--- config.mk ---
export PLATFORM = sky130hd
export DESIGN_NAME = emergency_request_arbiter
export DESIGN_NICKNAME = d
export VERILOG_FILES = /design/src/rtl/traffic_pkg.sv /design/src/rtl/sync_debounce.sv /design/src/rtl/emergency_request_arbiter.sv
export SDC_FILE = /design/constraint.sdc
export NUM_CORES = 1
export LEC_CHECK = 0
export BUFFER_PORTS_ARGS = -buffer_cell sky130_fd_sc_hd__buf_2
export CAP_MARGIN = 40
export CORE_ASPECT_RATIO = 1.4
export CORE_UTILIZATION = 50
export CTS_CLUSTER_DIAMETER = 120
export DETAILED_ROUTE_END_ITERATION = 6
export MAX_ROUTING_LAYER = met4
export PLACE_DENSITY = 0.72
export SYNTH_ARGS = -nofsm -noshare
export SYNTH_HDL_FRONTEND = slang
export SYNTH_SLANG_ARGS = --single-unit
--- constraint.sdc ---
create_clock -name clk -period 3.8 [get_ports clk]
set_input_delay 0.38 -clock clk [delete_from_list [all_inputs] [get_ports clk]]
set_output_delay 0.38 -clock clk [all_outputs]
set_load 0.01 [all_outputs]
--- src/rtl/traffic_pkg.sv ---
// ----------------------------------------------------------------------------
// traffic_pkg
//   Shared types and default constants for the traffic controller slice.
//   Used by emergency_request_arbiter and sync_debounce.
//
//   em_state_t : emergency arbiter FSM state encoding
//   em_dir_t   : approach direction (LEFT / RIGHT)
//   DEF_*      : default values for the arbiter parameters
// ----------------------------------------------------------------------------
package traffic_pkg;

    typedef enum logic [1:0] {
        IDLE    = 2'd0,
        GRANT_L = 2'd1,
        GRANT_R = 2'd2,
        COOL    = 2'd3
    } em_state_t;

    typedef enum logic {
        LEFT  = 1'b0,
        RIGHT = 1'b1
    } em_dir_t;

    localparam int DEF_SYNC_STAGES     = 2;
    localparam int DEF_DEBOUNCE_CYCLES = 3;
    localparam int DEF_MIN_HOLD        = 10;
    localparam int DEF_MAX_HOLD        = 30;
    localparam int DEF_COOLDOWN        = 5;

    // Which direction a grant state belongs to; anything else reports the
    // fallback direction supplied by the caller.
    function automatic em_dir_t grant_dir(input em_state_t st, input em_dir_t fallback);
        em_dir_t d;
        d = fallback;
        if (st == GRANT_L) d = LEFT;
        if (st == GRANT_R) d = RIGHT;
        return d;
    endfunction

endpackage : traffic_pkg

--- src/rtl/sync_debounce.sv ---
// ----------------------------------------------------------------------------
// sync_debounce
//   Brings one asynchronous detector line into the clk domain and debounces
//   it. A SYNC_STAGES-deep flop chain feeds a counter that must see
//   DEBOUNCE_CYCLES consecutive samples differing from the debounced level
//   before the level flips.
//
//   Ports
//     clk     : system clock
//     rst     : asynchronous active-low reset
//     din_raw : raw asynchronous input
//     level   : debounced level
// ----------------------------------------------------------------------------
module sync_debounce
    import traffic_pkg::*;
#(
    parameter int SYNC_STAGES     = DEF_SYNC_STAGES,
    parameter int DEBOUNCE_CYCLES = DEF_DEBOUNCE_CYCLES
) (
    input  logic clk,
    input  logic rst,
    input  logic din_raw,
    output logic level
);

    localparam int CW = $clog2(DEBOUNCE_CYCLES + 1);

    logic [SYNC_STAGES-1:0] sync_q;
    logic                   deb_q;
    logic [CW-1:0]          cnt_q;
    logic                   synced;
    logic                   flip;

    assign synced = sync_q[SYNC_STAGES-1];

    // The sample that completes the stable run flips the level on this edge.
    assign flip = (synced != deb_q) && (cnt_q == CW'(DEBOUNCE_CYCLES - 1));

    // level is the value deb_q takes at the coming edge. Handing that to the
    // arbiter lets the grant register rise on the same edge the debounced
    // level changes, instead of one cycle later.
    assign level = deb_q ^ flip;

    always_ff @(posedge clk or negedge rst) begin
        if (!rst) begin
            sync_q <= '0;
            deb_q  <= 1'b0;
            cnt_q  <= '0;
        end else begin
            sync_q <= {sync_q[SYNC_STAGES-2:0], din_raw};
            if (synced == deb_q) begin
                cnt_q <= '0;
            end else if (flip) begin
                deb_q <= ~deb_q;
                cnt_q <= '0;
            end else begin
                cnt_q <= cnt_q + 1'b1;
            end
        end
    end

endmodule : sync_debounce

--- src/rtl/emergency_request_arbiter.sv ---
// ----------------------------------------------------------------------------
// emergency_request_arbiter
//   Conditions the left/right siren detector lines, picks at most one
//   direction at a time and shapes the grant into a pulse of
//   [MIN_HOLD, MAX_HOLD] cycles followed by COOLDOWN cycles with both grants
//   low. Feeds Emergency_left / Emergency_right of Traffic_Controller.
//   One clk cycle is one second of controller time.
//
//   Ports
//     clk                       : system clock
//     rst                       : asynchronous active-low reset
//     siren_left_raw            : asynchronous left detector
//     siren_right_raw           : asynchronous right detector
//     Emergency_left            : registered left grant
//     Emergency_right           : registered right grant
//     em_active                 : either grant high
//     em_pending                : other side's debounced request during
//                                 grant or cooldown
//     served_left/served_right  : saturating 8-bit grant counts, only when
//                                 EMERG_SERVICE_COUNT_EN is defined
//
//   Configuration macro: EMERG_SERVICE_COUNT_EN
//
//   state   | meaning
//   --------+----------------------------------------------------------
//   IDLE    | no grant, waiting for a debounced request
//   GRANT_L | left granted, hold_cnt counting grant cycles
//   GRANT_R | right granted, hold_cnt counting grant cycles
//   COOL    | both grants low, cool_cnt counting down to re-arbitration
// ----------------------------------------------------------------------------
module emergency_request_arbiter
    import traffic_pkg::*;
#(
    parameter int SYNC_STAGES     = DEF_SYNC_STAGES,
    parameter int DEBOUNCE_CYCLES = DEF_DEBOUNCE_CYCLES,
    parameter int MIN_HOLD        = DEF_MIN_HOLD,
    parameter int MAX_HOLD        = DEF_MAX_HOLD,
    parameter int COOLDOWN        = DEF_COOLDOWN
) (
    input  logic       clk,
    input  logic       rst,
    input  logic       siren_left_raw,
    input  logic       siren_right_raw,
    output logic       Emergency_left,
    output logic       Emergency_right,
    output logic       em_active,
    output logic       em_pending
`ifdef EMERG_SERVICE_COUNT_EN
    ,
    output logic [7:0] served_left,
    output logic [7:0] served_right
`endif
);

    localparam int HW = $clog2(MAX_HOLD + 1);
    localparam int CW = $clog2(COOLDOWN + 1);

    em_state_t     state_q;
    em_state_t     state_d;
    em_state_t     idle_pick;
    em_dir_t       last_q;
    em_dir_t       served_dir;
    logic [HW-1:0] hold_q;
    logic [CW-1:0] cool_q;
    logic          req_l;
    logic          req_r;
    logic          hold_done_l;
    logic          hold_done_r;
    logic          pending_d;

    sync_debounce #(
        .SYNC_STAGES     (SYNC_STAGES),
        .DEBOUNCE_CYCLES (DEBOUNCE_CYCLES)
    ) u_deb_left (
        .clk     (clk),
        .rst     (rst),
        .din_raw (siren_left_raw),
        .level   (req_l)
    );

    sync_debounce #(
        .SYNC_STAGES     (SYNC_STAGES),
        .DEBOUNCE_CYCLES (DEBOUNCE_CYCLES)
    ) u_deb_right (
        .clk     (clk),
        .rst     (rst),
        .din_raw (siren_right_raw),
        .level   (req_r)
    );

    // Arbitration used both from IDLE and at the last cooldown cycle.
    // A tie goes to the side that was not served last.
    always_comb begin
        idle_pick = IDLE;
        if (req_l && req_r) begin
            idle_pick = (last_q == RIGHT) ? GRANT_L : GRANT_R;
        end else if (req_l) begin
            idle_pick = GRANT_L;
        end else if (req_r) begin
            idle_pick = GRANT_R;
        end
    end

    assign hold_done_l = (hold_q == HW'(MAX_HOLD)) ||
                         ((hold_q >= HW'(MIN_HOLD)) && !req_l);
    assign hold_done_r = (hold_q == HW'(MAX_HOLD)) ||
                         ((hold_q >= HW'(MIN_HOLD)) && !req_r);

    // The final cooldown cycle arbitrates directly, so a request that is
    // still up sees exactly COOLDOWN low cycles between two grants.
    always_comb begin
        state_d = state_q;
        case (state_q)
            IDLE:    state_d = idle_pick;
            GRANT_L: if (hold_done_l) state_d = COOL;
            GRANT_R: if (hold_done_r) state_d = COOL;
            COOL:    if (cool_q <= CW'(1)) state_d = idle_pick;
            default: state_d = IDLE;
        endcase
    end

    // Side that owns the grant or cooldown after this edge; pending shows
    // the opposite side's request.
    assign served_dir = grant_dir(state_q, last_q);

    always_comb begin
        pending_d = 1'b0;
        case (state_d)
            GRANT_L: pending_d = req_r;
            GRANT_R: pending_d = req_l;
            COOL:    pending_d = (served_dir == LEFT) ? req_r : req_l;
            default: pending_d = 1'b0;
        endcase
    end

    always_ff @(posedge clk or negedge rst) begin
        if (!rst) begin
            state_q         <= IDLE;
            hold_q          <= '0;
            cool_q          <= '0;
            last_q          <= RIGHT;
            Emergency_left  <= 1'b0;
            Emergency_right <= 1'b0;
            em_active       <= 1'b0;
            em_pending      <= 1'b0;
`ifdef EMERG_SERVICE_COUNT_EN
            served_left     <= 8'd0;
            served_right    <= 8'd0;
`endif
        end else begin
            state_q <= state_d;

            if (state_d == GRANT_L || state_d == GRANT_R) begin
                hold_q <= (state_d == state_q) ? hold_q + 1'b1 : HW'(1);
            end else begin
                hold_q <= '0;
            end

            if (state_d == COOL) begin
                cool_q <= (state_q == COOL) ? cool_q - 1'b1 : CW'(COOLDOWN);
            end else begin
                cool_q <= '0;
            end

            if (state_d == COOL && state_q != COOL) begin
                last_q <= served_dir;
            end

            Emergency_left  <= (state_d == GRANT_L);
            Emergency_right <= (state_d == GRANT_R);
            em_active       <= (state_d == GRANT_L) || (state_d == GRANT_R);
            em_pending      <= pending_d;

`ifdef EMERG_SERVICE_COUNT_EN
            if (state_d == GRANT_L && state_q != GRANT_L && served_left != 8'hFF) begin
                served_left <= served_left + 8'd1;
            end
            if (state_d == GRANT_R && state_q != GRANT_R && served_right != 8'hFF) begin
                served_right <= served_right + 8'd1;
            end
`endif
        end
    end

endmodule : emergency_request_arbiter
==> flow_summary.ini, run 1 <==
[status]
status = finished clean

[yosys]
synth_nets = 104
synth_area_mm2 = 0.001109
ys_types = 27
yosysWarnings = 0
syn_inst = 93
ys.flop_type = dfrtp_1
avgSynthCellArea_um2 = 11.92
synth-seq-cells = 25
seq_area_frac_synth = 0.5655
async_reset_ff_frac = 1.000
synth_edf_count = 0

[critical_path]
r2r_slack_ns = 1.52
start_kind = flip-flop
max_stage_delay_ns = 0.39
worstSetupPathType = flip-flop to flip-flop
crit_fanout = 4
rr_worst_depth = 10
crit_required_ns = 3.99
timing.rr.end = em_pending$_DFF_PN0_
cp-end-kind = flip-flop
crit_chain = inv_1 > ha_1 > or3_1 > a21oi_2 > o2111ai_1 > o21ai_2 > inv_1 > ha_1 > a222oi_1 > nor2_1
r2r-start = hold_q[0]$_DFF_PN0_
slowest_stage = dfrtp_1
arrival_ns = 2.47

[floorplanning]
die_area_mm2 = 0.002412
core_mm2 = 0.002021
io_pins = 8
initial_core_util = 0.5486
chipWidth_um = 41.80
placementRows = 19
die_h_um = 57.72

[timing]
worstMarginPinSlew_ns = 0.5433
min_period_ns = 2.276
final_max_slew_viol_count = 0
fin_crit_sh = 0.5990
clock_skew_ns = 0.003332
holdWs_ns = 0.04622
fmax_ghz = 0.4394
slew_headroom = 0.6378
rsz0062_at_grt = no
hold_viol_final = 0
setup_viol = 0
tns_ns = 0

[finish]
syn2layout_area_growth_pct = 7.901
drive_gt1_frac = 0.1731
fin_nets = 116
final_cells = 125
fillCellCount = 175
antenna_cells = 0

[pwr]
p_per_area_mw_per_mm2 = 912.4
finalPower_mw = 1.091
ir_drop_mv = 0.4176
leakage_nw = 0.5695

[route]
drc_errors = 0
wl_per_cell_um = 13.50
vias_per_cell = 5.472
drt_iter0_drc = 10
drtAntennaViolNets = 0
wl_um = 1688
vias = 684
dr.pass1.iters = 4

[clocking]
cts_buffer_depth = 2
cts_buffers = 3
clkLatencyLatePin_ns = 0.30
cts_setup_buffers = 0
ctsRootBufferMaster = clkbuf_4
htreeDepth = 1
clkSlewWorstSetupHoldPaths_ns = 0.12
cts_num_sinks = 25
holdBufCountCts = 0
cts_tree = built
cts_resized = 0

[placement]
io_buffer_count = 7
dpl.cell_count = 121
hpwl_um = 1263
gp_congestion = 0.8124

[global_routing]
overflow = 0
first_global_vias = 716
grt_use_total = 0.1793
grt_max_degree = 26
antenna_found_initial = 0
grt_pass1_wl_um = 3236

[min_path]
min_path_type = input pin to asynchronous set/reset pin

[flow_run]
cap_violations = 0
-- Yosys cell counts (2+ instances only) --
| master | n | area share |
|---|---|---|
| a21oi_1 | 5 | 0.023 |
| dfrtp_1 | 24 | 0.54 |
| ha_1 | 7 | 0.079 |
| inv_1 | 9 | 0.030 |
| nand2_1 | 5 | 0.017 |
| nand3_1 | 2 | 0.0090 |
| nor2_1 | 5 | 0.017 |
| nor2b_1 | 2 | 0.011 |
| nor3_1 | 5 | 0.023 |
| nor3b_1 | 3 | 0.020 |
| o2111ai_1 | 2 | 0.016 |
| o21ai_0 | 4 | 0.018 |
| xnor2_1 | 5 | 0.040 |
| xnor2_2 | 2 | 0.029 |
-- metal layers --
layer	share of wire	routed length (um)	track usage
met3	0.017	28	0.01869
met4	0.014	23	0.08295
met1	0.44	736	0.2225
met2	0.53	900	0.2946
met5	0	0	-
-- cell families (layout without fill, tap and decap cells) --
logic type,after synthesis,in the layout,share of synthesized area
muxes,2,2,0.02257
DFF,25,25,0.5655
xor gates and xnor gates,8,8,0.07675
and+or+nand+nor,25,25,0.1219
adders and majority gates,7,7,0.07900
AOI/OAI and AO/OA,17,17,0.1038
buffers and inverters,9,20,0.03047
-- cells in the final DEF, fill, tap and decap left out, types with 2 or more instances in the layout --
cell,count
ha_1,7
nor2_1,5
nor3_1,5
o2111ai_1,2
a21oi_1,5
xnor2_1,5
nor3b_1,3
clkbuf_4,3
nand3_1,2
xnor2_2,2
o21ai_0,4
buf_2,7
nand2_1,5
dfrtp_1,24
nor2b_1,2
inv_1,9
-- per-stage QoR --
step                cell area [um^2]    util  setup slack (ns)
floorplan                       1109       -             1.719
global placement                1170  0.5789             1.615
detailed placement              1170  0.5789             1.543
CTS                             1196  0.5920             1.510
global route                    1196  0.5920             1.375
finish                          1196  0.5920             1.524
-- worst max-delay path by stage --
stage                        startpoint                    to  slack (ns)
floorplan           hold_q[0]$_DFF_PN0_  em_pending$_DFF_PN0_        1.72
global placement    hold_q[1]$_DFF_PN0_  em_pending$_DFF_PN0_        1.61
detailed placement  hold_q[0]$_DFF_PN0_  em_pending$_DFF_PN0_        1.54
CTS                 hold_q[0]$_DFF_PN0_  em_pending$_DFF_PN0_        1.51
global route        hold_q[0]$_DFF_PN0_   hold_q[1]$_DFF_PN0_        1.37
finish              hold_q[0]$_DFF_PN0_  em_pending$_DFF_PN0_        1.52
-- where the power goes --
part / internal (mW) / switching (mW)
Clock: 0.0408 / 0.0699
Combinational: 0.239 / 0.316
Sequential: 0.361 / 0.0648
-- sequential cells by signal (all words and copies together) (netlist names) --
name,cells
u_deb_left.sync_q,2
state_q,2
u_deb_right.cnt_q,2
hold_q,5
u_deb_left.deb_q,1
last_q,1
Emergency_right,1
u_deb_right.sync_q,2
u_deb_left.cnt_q,2
cool_q,3
Emergency_left,1
em_pending,1
u_deb_right.deb_q,1
em_active,1
-- cell type report --
class                           instances  area, um^2  area share
Sequential cell                        25       626.9      0.5241
Clock buffer                            4       26.28     0.02197
Inverter                                9       33.78     0.02824
Timing Repair Buffer                    7       35.03     0.02929
Multi-Input combinational cell         59       447.9      0.3745
Tap cell                               21       26.28     0.02197
-- critical path, delay by kind of cell (launching register included) --
| family | cells | cell delay (ns) |
|---|---|---|
| compound gates | 4 | 0.76 |
| flops | 1 | 0.39 |
| buf+inv | 2 | 0.19 |
| fa+ha+maj | 2 | 0.42 |
| simple gates | 2 | 0.41 |
No activity file was read; power rests on OpenSTA's default activity.
==> run 2, diff against run 1 <==
clock period = 2.2 ns   (was 3.8 ns; I/O delays follow)
==> flow_summary.ini, run 2 (same netlist as run 1, synthesis figures left out) <==
[placement]
io_buffer_count = 7
gp_congestion = 0.8240
dpl.cell_count = 124
hpwl_um = 1277

[timing]
setup_viol = 0
rsz0062_at_grt = yes
slew_headroom = 0.6468
min_period_ns = 2.183
hold_viol_final = 0
worstMarginPinSlew_ns = 0.5298
fin_crit_sh = 0.9922
final_max_slew_viol_count = 0
fmax_ghz = 0.4581
holdWs_ns = 0.3663
tns_ns = 0
clock_skew_ns = 0.007515

[route]
wl_per_cell_um = 14.54
dr.pass1.iters = 4
vias = 724
drtAntennaViolNets = 0
drt_iter0_drc = 5
vias_per_cell = 5.403
drc_errors = 0
wl_um = 1948

[pwr]
seqPwrFrac = 0.325
switching_power_mw = 0.9264
clkPwrFrac = 0.090
power.internal_mw = 1.312
ir_drop_mv = 1.007
p_per_area_mw_per_mm2 = 1651
swShare = 0.4138
finalPower_mw = 2.239
leakage_nw = 0.6134
power_frac_comb = 0.585

[critical_path]
r2r-start = hold_q[1]$_DFF_PN0_
arrival_ns = 2.41
crit_fanout = 5
cp-end-kind = flip-flop
crit_required_ns = 2.42
start_kind = flip-flop
timing.rr.end = hold_q[0]$_DFF_PN0_
r2r_slack_ns = 0.02
worstSetupPathType = flip-flop to flip-flop
rr_worst_depth = 8

[clocking]
clkLatencyLatePin_ns = 0.32
clkSlewWorstSetupHoldPaths_ns = 0.13
htreeDepth = 1
cts_num_sinks = 25
cts_buffers = 3
cts_buffer_depth = 2
ctsRootBufferMaster = clkbuf_4
cts_tree = built

[finish]
fin_nets = 125
drive_gt1_frac = 0.3363
largest_register_ffs = 5
layout_commonest_cell = dfrtp_1
layout_common_cells = dfrtp_1, inv_1, buf_2
syn2layout_area_growth_pct = 22.35
regMostFlops = hold_q
final_cells = 134
fillCellCount = 151
largestRegisters = hold_q (5), cool_q (3)
antenna_cells = 0

[min_path]
min_to = u_deb_left.sync_q[1]$_DFF_PN0_
hold_depth = 0
min_path_type = flip-flop to flip-flop
hold_path.startpoint = u_deb_left.sync_q[0]$_DFF_PN0_

[global_routing]
grt_max_degree = 26
grt_pass1_wl_um = 3146
first_global_vias = 718
overflow = 0
antenna_found_initial = 0
grt_use_total = 0.1802

[floorplanning]
die_h_um = 57.72
placementRows = 19
io_pins = 8
chipWidth_um = 41.80
core_mm2 = 0.002021
initial_core_util = 0.5486
die_area_mm2 = 0.002412

[status]
status = finished clean

[flow_run]
cap_violations = 0
run 2: cell count changes in the layout (fill, tap and decap cells not counted), sizes merged:
cell	previous run	this run
clkinv	0	1
clkbuf	4	3
dlygate4sd3	0	3
buf	7	13
run 2: how the worst max path moves through the flow:
stage | from | end | slack (ns) | depth (start not counted)
finish | hold_q[1]$_DFF_PN0_ | hold_q[0]$_DFF_PN0_ | 0.02 | 8
global route | hold_q[1]$_DFF_PN0_ | em_pending$_DFF_PN0_ | -0.07 | 8
CTS | hold_q[0]$_DFF_PN0_ | em_pending$_DFF_PN0_ | 0.008 | 9
detailed placement | hold_q[0]$_DFF_PN0_ | em_pending$_DFF_PN0_ | 0.04 | 9
global placement | hold_q[0]$_DFF_PN0_ | em_pending$_DFF_PN0_ | 0.1 | 9
floorplan | hold_q[0]$_DFF_PN0_ | em_pending$_DFF_PN0_ | 0.12 | 10
run 2: worst max-delay path, stage by stage (launching register included):
cell	delay [ns]
dfrtp_2	0.46
ha_4	0.17
or3_4	0.37
a21oi_4	0.16
o2111ai_2	0.12
o21a_2	0.19
buf_6	0.14
xnor2_4	0.16
o31a_1	0.31
run 2: layout make-up:
| cell class | instances | area, um^2 | share of cell area |
|---|---|---|---|
| well taps | 21 | 26.28 | 0.01937 |
| inverters | 9 | 33.78 | 0.02491 |
| repair buffers | 16 | 113.9 | 0.08395 |
| multi-input cells | 59 | 526.8 | 0.3884 |
| clock buffers | 3 | 22.52 | 0.01661 |
| flip-flops and latches | 25 | 628.1 | 0.4631 |
| clock inverters | 1 | 5.005 | 0.003690 |
run 2: timing repair:
item | in CTS | in global routing
resized for setup | 0 | 18
setup buffers | 0 | 3
endpoints found under the setup margin | 0 | 7
hold buffers | 3 | 0
hold endpoints to repair | 26 | 0
run 2: through the flow:
stage / cell area (um^2) / setup WS, ns / utilization
floorplan: 1109 / 0.1186 / -
global placement: 1192 / 0.09933 / 0.5901
detailed placement: 1192 / 0.03534 / 0.5901
CTS: 1250 / 0.007996 / 0.6186
global route: 1356 / -0.07320 / 0.6712
finish: 1356 / 0.01706 / 0.6712
run 2: layer usage:
metal	vias up	part of all wire	track usage
met5	-	0	-
met4	0	0.027	0.1106
met3	4	0.014	0.01869
met2	7	0.55	0.3103
met1	357	0.41	0.1983
li1	356	-	-
run 2: power groups by stage:
stage	Combinational [mW]	Clock, mW	Sequential [mW]
floorplan	0.748	0	0.736
global placement	1.02	0	0.723
detailed placement	1.05	0	0.731
CTS	1.06	0.207	0.720
global route	1.46	0.216	0.745
finish	1.31	0.202	0.728
==> run 3, diff against run 2 <==
ABC_AREA = 1   (was not set)
==> flow_summary.ini, run 3 <==
[critical_path]
worstSetupPathType = flip-flop to flip-flop
r2r_slack_ns = 0.28
cp-end-kind = flip-flop
start_kind = flip-flop
crit_required_ns = 2.44
arrival_ns = 2.15
crit_fanout = 4

[placement]
gp_congestion = 0.7969
place_ws_ns = 0.2652
io_buffer_count = 7
hpwl_um = 1422
dpl.cell_count = 159

[clocking]
cts_tree = built
cts_num_sinks = 25
ctsRootBufferMaster = clkbuf_4
cts_buffer_depth = 2
clkSlewWorstSetupHoldPaths_ns = 0.12
cts_setup_buffers = 0
htreeDepth = 1
cts_buffers = 3
clkLatencyLatePin_ns = 0.31

[finish]
drive_gt1_frac = 0.1806
layout_commonest_cell = nand2_1
fin_nets = 156
regMostFlops = hold_q
syn2layout_area_growth_pct = 10.10
layout_common_cells = nand2_1, dfrtp_1, inv_1, nor2_1
final_cells = 166
fillCellCount = 207
antenna_cells = 0
largest_register_ffs = 5
largestRegisters = hold_q (5), cool_q (3)

[yosys]
synth_edf_count = 0
syn_inst = 130
yosys-top-cells-count = nand2_1, dfrtp_1, inv_1, nor2_1
seq_area_frac_synth = 0.5324
ys.flop_type = dfrtp_1
ys_types = 18
async_reset_ff_frac = 1.000
synth.area.top_cells = dfrtp_1, nand2_1, ha_1
synth.most_common_cell = nand2_1
avgSynthCellArea_um2 = 9.057
yosysWarnings = 0
synth_area_mm2 = 0.001177
synth_nets = 141
synth-seq-cells = 25
yosysTopAreaCellShare = 0.5101
yosysTopAreaCell = dfrtp_1

[route]
drc_errors = 0
wl_um = 1827
vias_per_cell = 5.084
drtAntennaViolNets = 0
drt_iter0_drc = 10
wl_per_cell_um = 11.01
dr.pass1.iters = 4
vias = 844

[global_routing]
grt_pass1_wl_um = 3194
grt_max_degree = 26
antenna_found_initial = 0
overflow = 0
grt_use_total = 0.1704
first_global_vias = 827

[timing]
timing.final.ws_setup_ns = 0.2825
rsz0062_at_grt = no
final_max_slew_viol_count = 0
fmax_ghz = 0.5215
slew_headroom = 0.6536
fin_crit_sh = 0.8716
hold_viol_final = 0
min_period_ns = 1.917
setup_viol = 0
clock_skew_ns = 0.001208
worstMarginPinSlew_ns = 0.5196
tns_ns = 0

[floorplanning]
chipWidth_um = 43.01
die_area_mm2 = 0.002555
io_pins = 8
die_h_um = 59.42
initial_core_util = 0.5347
core_mm2 = 0.002202
placementRows = 20

[min_path]
min_path_type = flip-flop to flip-flop

[pwr]
p_per_area_mw_per_mm2 = 1442
ir_drop_mv = 0.8208
leakage_nw = 0.6894

[flow_run]
cap_violations = 0

[status]
status = finished clean
-- run 3: repair_timing --
action / 4_1_cts / 5_1_grt
endpoints found under the hold margin: 26 / 0
hold buffers: 3 / 0
resized for setup: 0 / 3
setup endpoints to repair: 0 / 1
-- run 3: through the flow --
stage               total power [mW]  hold WS (ns)  cell area (um^2)  utilization
detailed placement             1.680        0.2230              1240       0.5631
floorplan                      1.457      -0.07559              1177            -
global route                   2.058        0.3873              1296       0.5886
global placement               1.652        0.2244              1240       0.5631
CTS                            1.883        0.3699              1296       0.5886
finish                         1.869        0.3651              1296       0.5886
-- run 3: where the power goes --
part	internal, mW	total (mW)	switching, mW
sequential	0.627	0.732	0.105
combinational	0.345	0.941	0.596
clock	0.0708	0.196	0.125
total	1.04	1.87	0.827
-- run 3: layout make-up --
| cell class | instances | area [um^2] | share of cell area |
|---|---|---|---|
| tap | 22 | 27.53 | 0.02124 |
| timing repair buffer | 10 | 65.06 | 0.05019 |
| multi-input combinational | 82 | 464.2 | 0.3581 |
| clock buffer | 4 | 26.28 | 0.02027 |
| sequential | 25 | 626.9 | 0.4836 |
| inverter | 23 | 86.33 | 0.06660 |
-- run 3: final timing paths --
kind | from | end | depth (start not counted)
min in group asynchronous | rst | u_deb_right.sync_q[1]$_DFF_PN0_ | 2
max | hold_q[0]$_DFF_PN0_ | em_pending$_DFF_PN0_ | 13
min | u_deb_right.sync_q[0]$_DFF_PN0_ | u_deb_right.sync_q[1]$_DFF_PN0_ | 0
max in group asynchronous | rst | last_q$_DFFE_PN1P_ | 2
max reg2reg | hold_q[0]$_DFF_PN0_ | em_pending$_DFF_PN0_ | 13
min reg2reg | u_deb_right.sync_q[0]$_DFF_PN0_ | u_deb_right.sync_q[1]$_DFF_PN0_ | 0
-- run 3: kinds of logic (layout without fill, tap and decap cells) --
group,after synthesis,in the layout,share of synthesized area
XOR/XNOR,5,5,0.03720
buffers and inverters,23,37,0.07332
AND/OR/NAND/NOR,62,62,0.2434
flip-flops,25,25,0.5324
AO/OA/AOI/OAI,8,8,0.03932
adder cells (fa/ha/maj),7,7,0.07439
-- run 3: critical path, cell delays in order, from the launching register on --
cell,delay [ns]
dfrtp_1,0.43
inv_1,0.07
ha_1,0.17
nand2_1,0.06
nor2_1,0.15
nor2_1,0.07
nand2_2,0.08
nand2_2,0.09
inv_1,0.11
ha_1,0.19
inv_1,0.09
nor2_1,0.11
o21ai_1,0.06
a21oi_1,0.16
-- run 3: per-layer routing --
| layer | global-route usage | vias to the layer above | wire length [um] |
|---|---|---|---|
| li1 | - | 428 | - |
| met1 | 0.1683 | 402 | 787 |
| met2 | 0.3203 | 9 | 961 |
| met3 | 0.01829 | 5 | 39 |
| met4 | 0.09091 | 0 | 39 |
| met5 | - | - | 0 |
